### src/rtl/alu_arbiter.sv
// Round-robin arbiter sharing one ALU between two requesters, with a one-entry
// registered response buffer per port and the architectural flag register.
module alu_arbiter #(
    parameter int DW  = 16,
    parameter int OPW = 3,
    parameter int FW  = 3
) (
    input  logic           clk,
    input  logic           rst,
    input  logic           req0_valid,
    output logic           req0_ready,
    input  logic [DW-1:0]  req0_in1,
    input  logic [DW-1:0]  req0_in2,
    input  logic [OPW-1:0] req0_op,
    input  logic           req0_setf,
    output logic           rsp0_valid,
    input  logic           rsp0_ready,
    output logic [DW-1:0]  rsp0_data,
    output logic [FW-1:0]  rsp0_flag,
    input  logic           req1_valid,
    output logic           req1_ready,
    input  logic [DW-1:0]  req1_in1,
    input  logic [DW-1:0]  req1_in2,
    input  logic [OPW-1:0] req1_op,
    input  logic           req1_setf,
    output logic           rsp1_valid,
    input  logic           rsp1_ready,
    output logic [DW-1:0]  rsp1_data,
    output logic [FW-1:0]  rsp1_flag,
    output logic [DW-1:0]  ALU_in1,
    output logic [DW-1:0]  ALU_in2,
    output logic [OPW-1:0] op,
    input  logic [DW-1:0]  ALU_out,
    input  logic [FW-1:0]  flag,
    input  logic [FW-1:0]  flag_write,
    output logic [FW-1:0]  flag_reg
);

    typedef enum logic {
        EMPTY = 1'b0,
        FULL  = 1'b1
    } buf_state_t;

    buf_state_t     state0_r, state1_r;
    buf_state_t     state0_nxt_s, state1_nxt_s;
    logic           last_grant_r;
    logic           elig0_s, elig1_s;
    logic           grant0_s, grant1_s;
    logic [DW-1:0]  data0_r, data1_r;
    logic [FW-1:0]  flag0_r, flag1_r;
    logic [FW-1:0]  flag_reg_r;

    // Bits selected by the mask take the new value; the rest keep their old value.
    function automatic logic [FW-1:0] merge_flags(input logic [FW-1:0] cur,
                                                  input logic [FW-1:0] upd,
                                                  input logic [FW-1:0] mask);
        return (cur & ~mask) | (upd & mask);
    endfunction

    // A granted buffer always ends FULL; an ungranted full buffer empties once drained.
    function automatic buf_state_t buf_next(input buf_state_t cur,
                                            input logic       grant,
                                            input logic       drain);
        buf_state_t nxt;
        case (cur)
            EMPTY:   nxt = grant ? FULL : EMPTY;
            FULL:    nxt = (grant || !drain) ? FULL : EMPTY;
            default: nxt = EMPTY;
        endcase
        return nxt;
    endfunction

    // Eligibility and round-robin grant; a reset cycle grants nobody.
    always_comb begin
        elig0_s  = req0_valid && ((state0_r == EMPTY) || rsp0_ready);
        elig1_s  = req1_valid && ((state1_r == EMPTY) || rsp1_ready);
        grant0_s = 1'b0;
        grant1_s = 1'b0;
        if (rst) begin
            grant0_s = 1'b0;
            grant1_s = 1'b0;
        end else if (elig0_s && elig1_s) begin
            grant0_s = last_grant_r;
            grant1_s = !last_grant_r;
        end else begin
            grant0_s = elig0_s;
            grant1_s = elig1_s;
        end
    end

    // ALU operand mux; idle ALU sees all zeros.
    always_comb begin
        ALU_in1 = {DW{1'b0}};
        ALU_in2 = {DW{1'b0}};
        op      = {OPW{1'b0}};
        if (grant0_s) begin
            ALU_in1 = req0_in1;
            ALU_in2 = req0_in2;
            op      = req0_op;
        end else if (grant1_s) begin
            ALU_in1 = req1_in1;
            ALU_in2 = req1_in2;
            op      = req1_op;
        end else begin
            ALU_in1 = {DW{1'b0}};
            ALU_in2 = {DW{1'b0}};
            op      = {OPW{1'b0}};
        end
    end

    // Response buffer next-state for both ports.
    always_comb begin
        state0_nxt_s = buf_next(state0_r, grant0_s, rsp0_ready);
        state1_nxt_s = buf_next(state1_r, grant1_s, rsp1_ready);
    end

    // State, response capture, round-robin pointer and flag register.
    always_ff @(posedge clk) begin
        if (rst) begin
            state0_r     <= EMPTY;
            state1_r     <= EMPTY;
            last_grant_r <= 1'b1;
            data0_r      <= {DW{1'b0}};
            data1_r      <= {DW{1'b0}};
            flag0_r      <= {FW{1'b0}};
            flag1_r      <= {FW{1'b0}};
            flag_reg_r   <= {FW{1'b0}};
        end else begin
            state0_r <= state0_nxt_s;
            state1_r <= state1_nxt_s;
            if (grant0_s) begin
                data0_r      <= ALU_out;
                flag0_r      <= flag;
                last_grant_r <= 1'b0;
            end else if (grant1_s) begin
                data1_r      <= ALU_out;
                flag1_r      <= flag;
                last_grant_r <= 1'b1;
            end
            // Only one port is granted per cycle, so the flag write never conflicts.
            if ((grant0_s && req0_setf) || (grant1_s && req1_setf)) begin
                flag_reg_r <= merge_flags(flag_reg_r, flag, flag_write);
            end
        end
    end

    assign req0_ready = grant0_s;
    assign req1_ready = grant1_s;
    assign rsp0_valid = (state0_r == FULL);
    assign rsp1_valid = (state1_r == FULL);
    assign rsp0_data  = data0_r;
    assign rsp1_data  = data1_r;
    assign rsp0_flag  = flag0_r;
    assign rsp1_flag  = flag1_r;
    assign flag_reg   = flag_reg_r;

endmodule

### config.mk
export PLATFORM = sky130hd
export DESIGN_NAME = alu_arbiter
export DESIGN_NICKNAME = d
export VERILOG_FILES = /design/src/rtl/alu_arbiter.sv
export SDC_FILE = /design/constraint.sdc
export NUM_CORES = 1
export LEC_CHECK = 0
export CAP_MARGIN = 30
export CORE_AREA = 2 2 85 87
export CTS_CLUSTER_DIAMETER = 40
export CTS_CLUSTER_SIZE = 24
export DETAILED_ROUTE_END_ITERATION = 7
export DIE_AREA = 0 0 87 89
export GPL_ROUTABILITY_DRIVEN = 0
export GPL_TIMING_DRIVEN = 1
export MAX_ROUTING_LAYER = met4
export PLACE_DENSITY_LB_ADDON = 0.15
export SYNTH_ARGS = -nofsm -noshare
export SYNTH_HDL_FRONTEND = slang
export SYNTH_SLANG_ARGS = --single-unit
### constraint.sdc
create_clock -name clk -period 1.8 [get_ports clk]
set_input_delay 0.27 -clock clk [delete_from_list [all_inputs] [get_ports clk]]
set_output_delay 0.27 -clock clk [all_outputs]
set_load 0.005 [all_outputs]
==> summary.log, run 1 <==
INFO  cts            clock_sinks=44
INFO  die            total_die_area=0.007743sqmm
INFO  drt            met2_length=4583um
INFO  sta            timing.final.hold_violations=0
INFO  outcome        outcome=finished, violations left
INFO  yosys          synth.cell_area=0.002127sqmm
INFO  layout         layout-drive-gt1-share=25.28%
INFO  yosys          syn_avg_cell_area=8.826squm
INFO  die            placementRows=30
INFO  yosys          synthesis.nets=341
INFO  yosys          share_of_the_yosys_chip_area_belonging_to_registers=41.41%
INFO  cts            hold_buffers_post_cts=0
INFO  global_route   grt_max_degree=40
INFO  layout         layout_common_cells=137 x sky130_fd_sc_hd__clkdlybuf4s50_1, 47 x sky130_fd_sc_hd__nand2_1, 41 x sky130_fd_sc_hd__dfxtp_1
INFO  cts            root_buffer=sky130_fd_sc_hd__clkbuf_8
INFO  drt            postRouteAntennaNets=0
INFO  cts            tritoncts.num_buffers=5
INFO  drt            route.detailed.vias_per_inst=4.828
INFO  flow_run       maxCapViolations=0
INFO  die            chipWidth=87um
INFO  yosys          netlist_instances=241
INFO  drt            routed_wire_length=8688um
INFO  cts            h_tree_lvl_count=2
INFO  power          vdd.ir_drop.worst=0.5446mV
INFO  power          post-layout-total-power=2.597mW
INFO  global_route   grt_pass1_wl=12,480um
INFO  layout         antenna-diode-count=0
INFO  setup_path     setup.worst_path.start_class=flop
INFO  sta            slew_headroom=72.38%
INFO  yosys          edff_count_synth=0
INFO  drt            route.detailed.wl_per_inst=16.61um
INFO  yosys          synth_seq_cells=44
INFO  layout         layout_commonest_cell=sky130_fd_sc_hd__clkdlybuf4s50_1
INFO  power          total_leakage_power=1.759nW
INFO  global_route   number_of_global_route_vias_before_repair=2,449
INFO  yosys          ys_async_sr_fraction=0%
INFO  die            initial_core_util=31.66%
INFO  layout         area.growth.synth_to_final=101.0%
INFO  cts            cts-root-to-sink-buffers=2
INFO  min_path       hold_path_class=in2reg
INFO  die            core_area=0.006719sqmm
INFO  global_route   antenna_found_initial=0
INFO  layout         nets=542
INFO  outcome        failing_checks=setup timing
INFO  cts            clock_latency=290ps
INFO  layout         post-route-util=63.63%
INFO  drt            number_of_vias_in_the_routed_layout=2,525
INFO  sta            slew_viol_final=0
INFO  cts            cts_tree=built
INFO  sta            final.setup_skew=9.168ps
INFO  drt            drtPass1Iterations=4
INFO  cts            clock_transition_time_at_the_flip_flop_clock_pins_of_the_worst_setup_and_hold_paths=90ps
INFO  global_route   globalRouteTotalUtil=21.49%
INFO  setup_path     worstSetupPathType=reg2out
INFO  sta            final_min_period_over_clock_period=112.9%
INFO  sta            timing.final.crit_period=2032ps
INFO  setup_path     cp.arrival=1760ps
INFO  yosys          yosys_most_used_dff=sky130_fd_sc_hd__dfxtp_1
INFO  sta            rsz_0062_raised_after_global_routing=true
INFO  drt            top_signal_layer_used=met4
INFO  drt            drt_first_iter_violations=69
INFO  yosys          synth.lib_cells_used.distinct=29
INFO  power          powerDensity=607.5mW/mm^2
INFO  setup_path     required=1530ps
INFO  global_route   overflow=0
INFO  drt            met3_length=636um
INFO  sta            setup_ws=-232.3ps
INFO  die            fp.dieH=89um
INFO  drt            detail_route.wirelength.met1=3287um
INFO  placement      hpwl=6039um
INFO  setup_path     critPathCaptureType=primary output
INFO  die            num_io_pins=180
INFO  sta            setup_violations=36
INFO  drt            drc=0
INFO  sta            tightestPinTransition=414.3ps
INFO  setup_path     cp_max_fo=8
INFO  placement      io_buffers=179
INFO  yosys          count_of_warnings_emitted_by_yosys=0
INFO  sta            max_clock_freq=492.0MHz
==> path summary, 6_finish.rpt <==
| kind | start | to | slack (ps) | depth (start not counted) |
|---|---|---|---|---|
| worst min register to register | rsp1_data[3] | rsp1_data[3] | 460 | 2 |
| worst max register to register | rsp1_valid | rsp1_data[0] | 140 | 7 |
| worst max-delay path | rsp1_valid | ALU_in2[3] | -230 | 8 |
| worst min-delay path | rst | rsp1_data[14] | 370 | 3 |
==> routing by layer <==
layer / vias to the layer above / track usage (%)
met4: 0 / 6.108
met3: 14 / 5.171
li1: 1237 / -
met5: - / -
met2: 121 / 39.28
met1: 1153 / 23.12
==> metrics by stage <==
step / instances / hold slack, ps / TNS [ps] / setup slack, ps / instance area, sq um
5_1_grt: 523 / 382.2 / -9560 / -319.5 / 4275
2_1_floorplan: 241 / 384.6 / 0 / 355.8 / 2127
3_5_place_dp: 498 / 449.3 / -27450 / -599.6 / 4045
4_1_cts: 522 / 369.8 / -9704 / -324.6 / 4227
3_3_place_gp: 498 / 440.9 / -25390 / -570.3 / 4045
6_report: 523 / 372.9 / -6272 / -232.3 / 4275
==> power breakdown <==
| part | switching (mW) | leakage [nW] | internal (mW) |
|---|---|---|---|
| combinational | 0.320 | 1.35 | 0.558 |
| clock | 0.323 | 0.0445 | 0.312 |
| sequential | 0.0396 | 0.362 | 1.04 |
==> cells in the mapped netlist, types with 2 or more instances <==
master / count / area, sq um
sky130_fd_sc_hd__o21ai_0: 3 / 15.01
sky130_fd_sc_hd__buf_6: 5 / 56.30
sky130_fd_sc_hd__a21oi_1: 13 / 65.06
sky130_fd_sc_hd__nand2_1: 48 / 180.2
sky130_fd_sc_hd__nand2_2: 10 / 62.56
sky130_fd_sc_hd__buf_4: 2 / 15.01
sky130_fd_sc_hd__dfxtp_1: 44 / 880.8
sky130_fd_sc_hd__a22o_1: 35 / 306.5
sky130_fd_sc_hd__clkbuf_1: 4 / 15.01
sky130_fd_sc_hd__buf_2: 7 / 35.03
sky130_fd_sc_hd__o21ai_1: 19 / 95.09
sky130_fd_sc_hd__nand3b_1: 3 / 22.52
sky130_fd_sc_hd__a21oi_2: 10 / 87.58
sky130_fd_sc_hd__nand3_1: 2 / 10.01
sky130_fd_sc_hd__nand2b_1: 20 / 125.1
sky130_fd_sc_hd__inv_1: 3 / 11.26
==> registers in the layout, summed over array words and instances (netlist names), named ones only <==
signal and flops:
rsp1_valid 1, rsp0_data 16, rsp0_valid 1, rsp1_data 16, rsp0_flag 3, rsp1_flag 3, last_grant_r 1
==> cell type report <==
| type | count | area [sq um] |
|---|---|---|
| Fill cell | 578 | 2444 |
| Sequential cell | 44 | 884.6 |
| Multi-Input combinational cell | 173 | 1117 |
| Clock buffer | 7 | 86.33 |
| Inverter | 4 | 15.01 |
| Tap cell | 80 | 100.1 |
| Clock inverter | 1 | 7.507 |
| Timing Repair Buffer | 214 | 2064 |
==> timing repair <==
item / CTS / global route
gates resized for setup: 157 / 10
setup buffers: 13 / 0
pin swaps: 17 / 24
cloned: 4 / 2
endpoints found under the setup margin: 37 / 57
==> worst max-delay path, cell delays in order (launching register included) <==
cell and delay, ps:
sky130_fd_sc_hd__dfxtp_2 330, sky130_fd_sc_hd__nor2b_4 170, sky130_fd_sc_hd__nor3_4 60, sky130_fd_sc_hd__nor3_4 310
sky130_fd_sc_hd__buf_12 160, sky130_fd_sc_hd__buf_16 120, sky130_fd_sc_hd__buf_6 90, sky130_fd_sc_hd__a22o_1 120
sky130_fd_sc_hd__buf_2 100
==> cells by family after synthesis <==
family	count (synthesis)	share of synthesized area (%)
flops	44	41.41
buf+inv	24	7.587
simple gates	89	22.35
compound gates	84	28.65
(Power assumes the default switching activity.)
==> run 2, diff against run 1 <==
--- a/config.mk
+++ b/config.mk
@@ -6,11 +6,11 @@
 export NUM_CORES = 1
 export LEC_CHECK = 0
 export CAP_MARGIN = 30
-export CORE_AREA = 2 2 85 87
+export CORE_AREA = 2 2 89 91
 export CTS_CLUSTER_DIAMETER = 40
 export CTS_CLUSTER_SIZE = 24
 export DETAILED_ROUTE_END_ITERATION = 7
-export DIE_AREA = 0 0 87 89
+export DIE_AREA = 0 0 91 93
 export GPL_ROUTABILITY_DRIVEN = 0
 export GPL_TIMING_DRIVEN = 1
 export MAX_ROUTING_LAYER = met4
==> constraint.sdc (replaced) <==
create_clock -name clk -period 1.7 [get_ports clk]
set_input_delay 0.255 -clock clk [delete_from_list [all_inputs] [get_ports clk]]
set_output_delay 0.255 -clock clk [all_outputs]
set_load 0.005 [all_outputs]
==> run 2 against run 1 <==
Setup slack lost 110 ps. Sequential cell count is the same. Routed wire length is 3.1% higher. Combinational power is 8.4% higher. The flow still finishes with violations (setup timing). Non-clock buffer count rose by 6. Worst hold slack improved by 83 ps. Critical path depth rose by 1.
==> summary.log, run 2 (synthesis results as in run 1) <==
INFO  sta            timing.final.hold_violations=0
INFO  global_route   globalRouteTotalUtil=21.11%
INFO  power          total_leakage_power=1.789nW
INFO  die            total_die_area=0.008463sqmm
INFO  cts            clock_sinks=44
INFO  global_route   gr-usage-met1=22.90%
INFO  flow_run       maxCapViolations=0
INFO  sta            setup_violations=37
INFO  sta            rsz_0062_raised_after_global_routing=true
INFO  layout         area.growth.synth_to_final=106.1%
INFO  cts            cts_tree=built
INFO  layout         instances_no_fill=551
INFO  setup_path     critical_path.startpoint=rsp1_valid
INFO  sta            final.setup_skew=5.379ps
INFO  global_route   use_met2=39.01%
INFO  cts            h_tree_lvl_count=2
INFO  outcome        outcome=finished, violations left
INFO  cts            root_buffer=sky130_fd_sc_hd__clkbuf_8
INFO  drt            drt_first_iter_violations=75
INFO  layout         layout_common_cells=138 x sky130_fd_sc_hd__clkdlybuf4s50_1, 47 x sky130_fd_sc_hd__nand2_1, 42 x sky130_fd_sc_hd__dfxtp_1
INFO  placement      place.detailed.instances=523
INFO  setup_path     worstSetupPathType=reg2out
INFO  layout         antenna-diode-count=0
INFO  sta            slew_viol_final=0
INFO  setup_path     required=1440ps
INFO  die            initial_core_util=28.26%
INFO  cts            tritoncts.num_buffers=5
INFO  min_path       hp-start=rsp1_data[1]
INFO  global_route   grt_pass1_wl=13,680um
INFO  placement      io_buffers=179
INFO  sta            timing.final.crit_period=2047ps
INFO  sta            max_clock_freq=488.6MHz
INFO  global_route   grt_busiest_layer=met2
INFO  placement      placed_area=0.004095sqmm
INFO  die            placementRows=32
INFO  layout         layout_commonest_cell=sky130_fd_sc_hd__clkdlybuf4s50_1
INFO  die            fp.dieH=93um
INFO  setup_path     critical_path.reg2reg.startpoint=rsp0_valid
INFO  global_route   grt_max_degree=36
INFO  sta            tightestPinTransition=355.0ps
INFO  drt            route.detailed.vias_per_inst=4.617
INFO  min_path       hold_path_class=reg2reg
INFO  drt            postRouteAntennaNets=0
INFO  power          powerDensity=659.0mW/mm^2
INFO  sta            setup_ws=-346.6ps
INFO  die            core_area=0.007527sqmm
INFO  outcome        failing_checks=setup timing
INFO  setup_path     setup.worst_path.start_class=flop
INFO  setup_path     critPathCaptureType=primary output
INFO  setup_path     critical_path.most_common_cell=sky130_fd_sc_hd__buf_6
INFO  power          vdd.ir_drop.worst=0.6461mV
INFO  setup_path     crit_path_top_delay_cell=sky130_fd_sc_hd__dfxtp_2
INFO  setup_path     critical_path.max_stage_delay=320ps
INFO  drt            route.detailed.wl_per_inst=16.25um
INFO  drt            number_of_vias_in_the_routed_layout=2,544
INFO  global_route   overflow=0
INFO  setup_path     cp_max_fo=7
INFO  cts            clock_transition_time_at_the_flip_flop_clock_pins_of_the_worst_setup_and_hold_paths=80ps
INFO  drt            drc=0
INFO  sta            slew_headroom=76.33%
INFO  global_route   antenna_found_initial=0
INFO  cts            cts-root-to-sink-buffers=2
INFO  setup_path     cp_cell_instances=nor2b_4 -> nor3_4 -> nor3_4 -> buf_6 -> buf_6 -> buf_12 -> buf_6 -> a22o_1 -> buf_2
INFO  placement      hpwl=6273um
INFO  setup_path     cp.arrival=1790ps
INFO  global_route   grt.met3_usage=5.077%
INFO  cts            clock_latency=290ps
INFO  layout         final_cell_area=0.004384sqmm
INFO  layout         nets=548
INFO  layout         layout-drive-gt1-share=26.06%
INFO  drt            drtPass1Iterations=4
INFO  global_route   number_of_global_route_vias_before_repair=2,557
INFO  die            chipWidth=91um
INFO  drt            routed_wire_length=8954um
INFO  sta            final_min_period_over_clock_period=120.4%
INFO  die            num_io_pins=180
INFO  sta            timing.setup.tns=-8910ps
-- run 2: layout make-up --
cell class / count / area, sq um
clock buffers: 5 / 68.82
clock inverters: 3 / 42.54
fillers: 704 / 3143
inverters: 4 / 15.01
multi-input cells: 173 / 1110
flip-flops and latches: 44 / 883.3
well taps: 102 / 127.6
repair buffers: 220 / 2137
-- run 2: metrics by stage --
step	util [%]	hold slack, ps	setup WS [ps]	total power, mW
after detailed placement	54.40	449.5	-638.1	2.062
final	58.24	455.8	-346.6	2.889
after CTS	58.38	461.2	-404.1	2.930
after global routing	58.24	487.8	-436.2	3.043
after global placement	54.40	442.5	-624.2	2.054
after floorplan	-	369.6	270.8	1.472
-- run 2: path summary, 6_finish.rpt --
path | end | slack [ps] | cells past startpoint
worst max-delay path | ALU_in1[11] | -350 | 9
worst min-delay path | rsp1_data[1] | 460 | 2
worst max register to register | rsp1_data[2] | 180 | 6
worst min register to register | rsp1_data[1] | 460 | 2
-- run 2: per-layer routing --
metal | share of wire (%) | up-vias
li1 | - | 1250
met1 | 39 | 1179
met2 | 53 | 105
met3 | 6.9 | 10
met4 | 1.3 | 0
met5 | 0 | -
-- run 2: timing repair --
action                                  4_1_cts  5_1_grt
resized for setup                           172        4
hold buffers                                  0        0
pin swaps                                    35        6
setup buffers                                16        0
gates cloned                                  6        1
endpoints found under the setup margin       37       52
-- run 2: worst max-delay path, delay by kind of cell, from the launching register on --
family,cells,cell delay [ps]
AOI/OAI and AO/OA,1,210
buffers and inverters,5,620
DFF,1,320
and+or+nand+nor,3,350
-- run 2: report_power, final --
part	total (mW)	internal (mW)	leakage [nW]	switching [mW]
logic	0.952	0.613	1.37	0.339
registers	1.15	1.11	0.362	0.0412
clock network	0.790	0.435	0.0541	0.355
==> run 3, diff against run 2 <==
--- a/config.mk
+++ b/config.mk
@@ -11,7 +11,6 @@
 export CTS_CLUSTER_SIZE = 24
 export DETAILED_ROUTE_END_ITERATION = 7
 export DIE_AREA = 0 0 91 93
-export GPL_ROUTABILITY_DRIVEN = 0
 export GPL_TIMING_DRIVEN = 1
 export MAX_ROUTING_LAYER = met4
 export PLACE_DENSITY_LB_ADDON = 0.15
==> results of run 3 <==
Final layout, timing and power as in run 2 (identical DEF).
